## config.mk

```make
export PLATFORM = sky130hd
export DESIGN_NAME = regfile_mp_flat
export DESIGN_NICKNAME = d
export VERILOG_FILES = /design/src/rtl/regfile_mp_if.sv /design/src/rtl/regfile_mp.sv /design/src/flat_wrapper.sv
export SDC_FILE = /design/constraint.sdc
export NUM_CORES = 2
export LEC_CHECK = 0
export ABC_CLOCK_PERIOD_IN_PS = 8600
export BUFFER_PORTS_ARGS = -buffer_cell sky130_fd_sc_hd__buf_2
export CAP_MARGIN = 25
export CORE_UTILIZATION = 45
export CTS_CLUSTER_SIZE = 8
export DETAILED_ROUTE_END_ITERATION = 16
export GPL_TIMING_DRIVEN = 0
export PLACE_DENSITY = 0.6
export SLEW_MARGIN = 20
export SYNTH_ARGS = -nofsm -noshare
export SYNTH_HDL_FRONTEND = slang
export SYNTH_SLANG_ARGS = --single-unit
```

## constraint.sdc

```tcl
create_clock -name i_clk -period 8.6 [get_ports i_clk]
set_input_delay 1.72 -clock i_clk [delete_from_list [all_inputs] [get_ports i_clk]]
set_output_delay 1.72 -clock i_clk [all_outputs]
set_load 0.1 [all_outputs]
```

## src/rtl/regfile_mp_if.sv

```systemverilog
// Bus bundle for regfile_mp: read ports, write ports and the clear handshake.
// The master drives indices, write data and i_clr; the register file drives o_rd and o_busy.
interface regfile_mp_if #(
   parameter int unsigned XLEN  = 32,
   parameter int unsigned NREGS = 32,
   parameter int unsigned NRD   = 2,
   parameter int unsigned NWR   = 1
);
   localparam int unsigned AW = (NREGS > 1) ? $clog2(NREGS) : 1;

   logic [NRD*AW-1:0]   i_rnum;
   logic [NRD*XLEN-1:0] o_rd;
   logic [NWR-1:0]      i_wen;
   logic [NWR*AW-1:0]   i_wnum;
   logic [NWR*XLEN-1:0] i_wd;
   logic                i_clr;
   logic                o_busy;

   modport master (
      output i_rnum, i_wen, i_wnum, i_wd, i_clr,
      input  o_rd, o_busy
   );

   modport slave (
      input  i_rnum, i_wen, i_wnum, i_wd, i_clr,
      output o_rd, o_busy
   );
endinterface

```

## src/rtl/regfile_mp.sv

```systemverilog
// Multi-port integer register file with optional write-to-read bypass
// and a one-register-per-cycle clear engine used for context flush.
module regfile_mp #(
   parameter int unsigned XLEN    = 32,
   parameter int unsigned NREGS   = 32,
   parameter int unsigned NRD     = 2,
   parameter int unsigned NWR     = 1,
   parameter int unsigned BYPASS  = 1,
   parameter int unsigned ZERO_R0 = 1
) (
   input  logic         i_clk,
   input  logic         i_rstn,
   regfile_mp_if.slave  bus
);
   localparam int unsigned AW = (NREGS > 1) ? $clog2(NREGS) : 1;

   localparam logic [0:0] StIdle  = 1'b0;
   localparam logic [0:0] StClear = 1'b1;

   localparam logic [AW-1:0] LastIdx = AW'(NREGS - 1);

   logic [0:0]      state_q, state_d;
   logic [AW-1:0]   cnt_q, cnt_d;
   logic [XLEN-1:0] regs_q [NREGS];
   logic [XLEN-1:0] regs_d [NREGS];
   logic [NWR-1:0]  wacc;
   logic            busy;
   logic [NRD*XLEN-1:0] rd_data;

   // True for an index that maps to a real, writable register.
   function automatic logic idx_ok(input logic [AW-1:0] idx);
      return (32'(idx) < NREGS) && !((ZERO_R0 != 0) && (idx == '0));
   endfunction

   assign busy = (state_q == StClear);

   always_comb begin
      wacc = '0;
      for (int j = 0; j < NWR; j++) begin
         wacc[j] = bus.i_wen[j] && !busy && idx_ok(bus.i_wnum[j*AW +: AW]);
      end
   end

   always_comb begin
      regs_d  = regs_q;
      state_d = state_q;
      cnt_d   = cnt_q;
      // Ascending port order lets the highest port win on an index collision.
      for (int j = 0; j < NWR; j++) begin
         if (wacc[j]) begin
            regs_d[bus.i_wnum[j*AW +: AW]] = bus.i_wd[j*XLEN +: XLEN];
         end
      end
      case (state_q)
         StIdle: begin
            if (bus.i_clr) begin
               state_d = StClear;
               cnt_d   = '0;
            end
         end
         StClear: begin
            regs_d[cnt_q] = '0;
            if (cnt_q == LastIdx) begin
               state_d = StIdle;
            end else begin
               cnt_d = cnt_q + 1'b1;
            end
         end
         default: state_d = StIdle;
      endcase
   end

   always_ff @(posedge i_clk or negedge i_rstn) begin
      if (!i_rstn) begin
         state_q <= StIdle;
         cnt_q   <= '0;
         for (int i = 0; i < NREGS; i++) begin
            regs_q[i] <= '0;
         end
      end else begin
         state_q <= state_d;
         cnt_q   <= cnt_d;
         regs_q  <= regs_d;
      end
   end

   always_comb begin
      rd_data = '0;
      for (int k = 0; k < NRD; k++) begin
         if (!busy && idx_ok(bus.i_rnum[k*AW +: AW])) begin
            rd_data[k*XLEN +: XLEN] = regs_q[bus.i_rnum[k*AW +: AW]];
            if (BYPASS != 0) begin
               for (int j = 0; j < NWR; j++) begin
                  if (wacc[j] && (bus.i_wnum[j*AW +: AW] == bus.i_rnum[k*AW +: AW])) begin
                     rd_data[k*XLEN +: XLEN] = bus.i_wd[j*XLEN +: XLEN];
                  end
               end
            end
         end
      end
   end

   assign bus.o_rd   = rd_data;
   assign bus.o_busy = busy;

endmodule
```

## src/flat_wrapper.sv

```systemverilog
// flat-port wrapper written by rule: the top's interface ports become plain ports
module regfile_mp_flat 
#(
   parameter int unsigned XLEN    = 32,
   parameter int unsigned NREGS   = 32,
   parameter int unsigned NRD     = 2,
   parameter int unsigned NWR     = 1,
   parameter int unsigned BYPASS  = 1,
   parameter int unsigned ZERO_R0 = 1
)
  (i_clk, i_rstn, bus_i_rnum, bus_i_wen, bus_i_wnum, bus_i_wd, bus_i_clr, bus_o_rd, bus_o_busy);
  regfile_mp_if #(.XLEN(XLEN), .NREGS(NREGS), .NRD(NRD), .NWR(NWR)) bus_i ();
  input  logic i_clk;
  input  logic i_rstn;
  input wire logic [$bits(bus_i.i_rnum)-1:0] bus_i_rnum;
  input wire logic [$bits(bus_i.i_wen)-1:0] bus_i_wen;
  input wire logic [$bits(bus_i.i_wnum)-1:0] bus_i_wnum;
  input wire logic [$bits(bus_i.i_wd)-1:0] bus_i_wd;
  input wire logic [$bits(bus_i.i_clr)-1:0] bus_i_clr;
  output wire logic [$bits(bus_i.o_rd)-1:0] bus_o_rd;
  output wire logic [$bits(bus_i.o_busy)-1:0] bus_o_busy;
  assign bus_i.i_rnum = bus_i_rnum;
  assign bus_i.i_wen = bus_i_wen;
  assign bus_i.i_wnum = bus_i_wnum;
  assign bus_i.i_wd = bus_i_wd;
  assign bus_i.i_clr = bus_i_clr;
  assign bus_o_rd = bus_i.o_rd;
  assign bus_o_busy = bus_i.o_busy;
  regfile_mp #(.XLEN(XLEN), .NREGS(NREGS), .NRD(NRD), .NWR(NWR), .BYPASS(BYPASS), .ZERO_R0(ZERO_R0)) u_core (.i_clk(i_clk), .i_rstn(i_rstn), .bus(bus_i));
endmodule
```

# After elaboration in Yosys (flattened, before gate mapping)
# Index checks and enable logic that the tools add are counted.
# word_totals
elab_cells	92
ff_bits	1030
in_bits	51
out_inout_bits	65
# classes
reduce_logical	16
magnitude_cmp	6
bitwise_logic	7
n_eq_ne	5
n_addsub	1
n_mux	23
# op_table
operator	count
two-way mux 1024 bit	2
AND 1024 bit	1
bitwise mux 1024 bit	1
NOT 1024 bit	1
binary-select mux 32 bit (select 5 bit)	2
demux 32 bit (select 5 bit)	2
two-way mux 32 bit	10
greater-or-equal comparator 6 bit (second input constant)	4
NOT 5 -> 6 bit	4
zero test 5 bit	3
< comparator 6 x 1 -> 1 bit (second input constant)	2
== test 5 bit	2
two-way mux 5 bit	2
one-hot mux 5 bit (2 select lines)	1
logical AND 1 bit	8
adder 5 x 1 -> 5 bit (second input constant)	1
== test 5 bit (second input constant)	1
zero test 1 bit	4
!= test 2 bit (second input constant)	2
two-way mux 1 bit	2
one-hot mux 1 bit (2 select lines)	1
AND reduction 2 bit	1
NOT 1 bit	1

# Longest topological paths before layout
# logic_depth
word_depth	9
depth_mapped	10
depth_no_buf	7

# Worst setup path before layout
# OpenSTA, ideal clock, no wires.
# synth_timing
path_kind	input -> output
start	input port bus_i_rnum[1]
end	output port bus_o_rd[11]
path_slack_ps	2300
t_required_ps	6880
stages	8
t_arrival_ps	4580
n_path_buf	3
path_cell_list	buf_2 > and2_1 > buf_4 > buf_2 > a221oi_2 > o21ai_1 > a311o_1 > a31oi_1
# synth_between
elab_chain_cells	6
word_cells_on_any_way	11
cone_classes	eq/ne (1); mux (5); bitwise (1); reduce/logical (4)
# synth_rtl
item	line	text
from (decl)	flat_wrapper.sv:15	input wire logic [$bits(bus_i.i_rnum)-1:0] bus_i_rnum;
NOT 5 -> 6 bit (not written as such)	regfile_mp.sv:91	rd_data[k*XLEN +: XLEN] = regs_q[bus.i_rnum[k*AW +: AW]];
binary-select mux 32 bit (select 5 bit)	regfile_mp.sv:91	
two-way mux 32 bit (not written as such) (2 in series)	regfile_mp.sv:91	
two-way mux 32 bit	regfile_mp.sv:94	if (wacc[j] && (bus.i_wnum[j*AW +: AW] == bus.i_rnum[k*AW +: AW])) begin
two-way mux 32 bit *	regfile_mp.sv:90	if (!busy && idx_ok(bus.i_rnum[k*AW +: AW])) begin
to (decl)	flat_wrapper.sv:20	output wire logic [$bits(bus_i.o_rd)-1:0] bus_o_rd;
# Mark *: on every way between the ends. The rest lies on a longest branch, timed or not. The select of a mux whose other input is x is not followed.

# Worst setup path in the final report
# layout_timing
start	input port bus_i_rnum[1]
end	output port bus_o_rd[20]
# Same word-level chain as after synthesis.

==> results.ini <==
[setup_path]
worstSetupStartpointType = input pin
rr_worst_depth = 6
path_class = input pin to output port
cp-startpoint = bus_i_rnum[1]
reg2reg_setup_slack_ps = 4750
reg2reg_from = u_core.bus.o_busy$_DFF_PN0_
crit_path_cell_trace = buf_2 -> buf_2 -> buf_2 -> buf_2 -> buf_2 -> mux4_2 -> nor2_1 -> o22ai_1 -> a32oi_1 -> a21oi_1 -> buf_2
crit_path_max_fanout = 10
r2r_end = u_core.regs_q[506]$_DFF_PN0_
crit_arrival_ps = 6910
slowest_stage = buf_2
max_stage_delay_ps = 880
crit_required_ps = 6880
end_kind = output port
cp_common_cell = buf_2

[sta]
skew_ps = 25.61
setup_tns_ps = -33.45
hold_violations = 0
tightest_slew_ps = 1293
finalSetupViolations = 1
period_share_pct = 100.4
slew_viol_final = 0
fin_ws_ps = -33.45
fmax_ghz = 0.1158
grt_setup_unrepaired = no
max_slew_margin_pct = 13.22
period_needed_ps = 8633

[power_and_ir_drop]
leakage_nw = 27.51
peakVddDrop_v = 0.0001706
power_density_nw_per_um2 = 200.2

[cts]
ctsResizeCount = 0
clk_pin_slew_ps = 50
clock-root-buffer = clkbuf_16
cts_tree = yes
cts_setup_buffers = 0
clock_latency_ps = 790
cts_buffer_depth = 3
cts-buffers-inserted = 148
cts_num_sinks = 1030
cts-htree-levels = 4
postCtsHoldBufs = 0

[floorplanning]
rows = 132
start_util_pct = 45.54
dieWidth_um = 364.9
io_pins = 116
die_h_um = 364.9
dieArea_sq_um = 133200
core-area_sq_um = 130100

[global_route]
overflow = 0
grt_max_degree = 129
antenna_found_initial = 21
grt_pass1_vias = 52494
grtUsageTotal_pct = 46.55
grt_pass1_wl_um = 421800

[place]
place_ws_ps = 480.6
io_buffer_count = 76
hpwlAfterDp_um = 230500
placed_area_sq_um = 62500
place_congestion = 1.069

[synth]
synth_nets = 6365
synth.distinct_cells = 63
ys_warn_count = 0
synth_cells = 6309
synth_area_sq_um = 59270
synth-seq-cells = 1030
avgSynthCellArea_sq_um = 9.395
synth_edf_count = 0
synth_ff_type = dfrtp_1
ys_seq_area_share_pct = 43.48
async_flop_share_pct = 100.0

[run_status]
status = finished with violations
failed_checks = negative setup slack

[cells_and_area]
drive_gt1_share_pct = 13.19
fin_nets = 6626
fillers = 12245
area.growth.synth_to_final_pct = 12.53
final_core_util_pct = 51.25
final_area_sq_um = 66700

[min_path]
hp-class = register to register
hold_path_depth = 1
hp-start = u_core.regs_q[1000]$_DFF_PN0_
hold_end = u_core.regs_q[1000]$_DFF_PN0_

[detailed_routing]
avgViaCountPerCell = 6.750
drt-total-wl_um = 312700
vias = 56393
drt_iter0_markers = 9628
detail-route-antenna-nets = 0
drc = 0
detailedRoute.firstPassIterationCount = 7
wl_per_cell_um = 37.42

[flow_run]
cap_violations = 0

## per-layer routing
layer | track usage [%] | vias to the layer above | wire, um
met4 | 33.19 | 22 | 26290
met2 | 62.40 | 4541 | 124300
met3 | 20.62 | 1100 | 47180
met5 | 0.3631 | - | 241
li1 | - | 22637 | -
met1 | 59.32 | 28093 | 114700
## area by class of cell
cell class                      count  area, sq um  area share (%)
Multi-Input combinational cell   4606        30450           45.66
Sequential cell                  1030        25770           38.64
Clock buffer                      158         3782           5.670
Buffer                            663         3080           4.618
Tap cell                         1742         2180           3.268
Timing Repair Buffer              111         1086           1.628
Clock inverter                     16        261.5          0.3920
Antenna cell                       19        47.55         0.07128
Inverter                           10        37.54         0.05627
## state kept, by name, summed over array words and instances (netlist names)
register / cells
u_core.bus.o_busy: 1
u_core.cnt_q: 5
u_core.regs_q: 1024
## cell usage after synthesis (17+ instances only)
cell type	number	area share, %
dfrtp_1	1030	43
mux2i_1	341	5.8
buf_6	35	0.66
mux4_2	370	14
nand4_1	19	0.20
a221oi_2	28	0.71
o21bai_1	32	0.41
nor3_1	35	0.30
and2_1	37	0.39
nor2_1	89	0.56
a32oi_1	34	0.50
nand2b_1	40	0.42
a221oi_1	116	1.7
o21ai_0	25	0.21
buf_1	32	0.20
nand3_1	38	0.32
a22oi_1	43	0.54
a21boi_1	32	0.41
buf_2	59	0.50
nand2_1	2090	13
a21oi_1	1018	8.6
buf_4	20	0.25
clkbuf_1	506	3.2
and3_1	17	0.18
## where the power goes
group          internal [W]  switching (W)  total [W]
clock               0.00313        0.00239    0.00553
sequential          0.00509       0.000219    0.00531
combinational      0.000664        0.00185    0.00252
## critical path: cells and delay by family
kind	cells	cell delay, ps
multiplexers	1	420
AND/OR/NAND/NOR	1	70
buffers and inverters	6	3710
AO/OA/AOI/OAI	3	920
## logic make-up (layout without fill, tap and decap cells)
family,count (synthesis),count (layout),share of synthesized area (%)
AND/OR/NAND/NOR,2408,2408,16.11
adder cells (fa/ha/maj),5,5,0.1055
flip-flops,1030,1030,43.48
AO/OA/AOI/OAI,1455,1455,14.82
buffers and inverters,673,958,5.199
other,0,19,0
XOR/XNOR,13,13,0.1921
multiplexers,725,725,20.08
## stage by stage
step | instances | total power (W) | hold WS (ps)
after floorplan | 6309 | 0.006627 | 466.6
after global placement | 8127 | 0.007680 | 482.3
after detailed placement | 8152 | 0.007742 | 488.4
after CTS | 8326 | 0.01316 | 506.0
after global routing | 8337 | 0.01354 | 526.1
final | 8355 | 0.01335 | 509.8
## cell usage in the layout, fill, tap and decap left out, types with 11 or more instances in the layout
cell	netlist	final
buf_16	0	18
and3_1	17	17
and2_1	37	37
o21bai_1	32	32
nor2_1	89	87
a221oi_1	116	116
buf_4	20	20
a21boi_1	32	32
clkbuf_1	506	487
nand3_1	38	38
nand2b_1	40	40
o22ai_1	15	15
mux2_2	14	14
buf_1	32	29
buf_2	59	140
diode_2	0	19
a221oi_2	28	28
clkbuf_2	0	26
clkbuf_16	0	149
mux4_2	370	370
o21ai_1	15	15
buf_6	35	44
a32oi_1	34	34
mux2i_1	341	341
a211oi_1	11	11
a21oi_1	1018	1018
nand2_1	2090	2090
a22oi_1	43	43
xor2_1	11	11
o21ai_0	25	25
nand4_1	19	19
dfrtp_1	1030	1030
nor3_1	35	35
## how the worst max path moves through the flow
stage	end	cells past startpoint
final	bus_o_rd[20]	11
after global routing	bus_o_rd[20]	11
after CTS	bus_o_rd[20]	11
after detailed placement	bus_o_rd[20]	11
after global placement	u_core.regs_q[777]$_DFF_PN0_	1
after floorplan	bus_o_rd[11]	8
No activity file was read; power rests on OpenSTA's default activity.
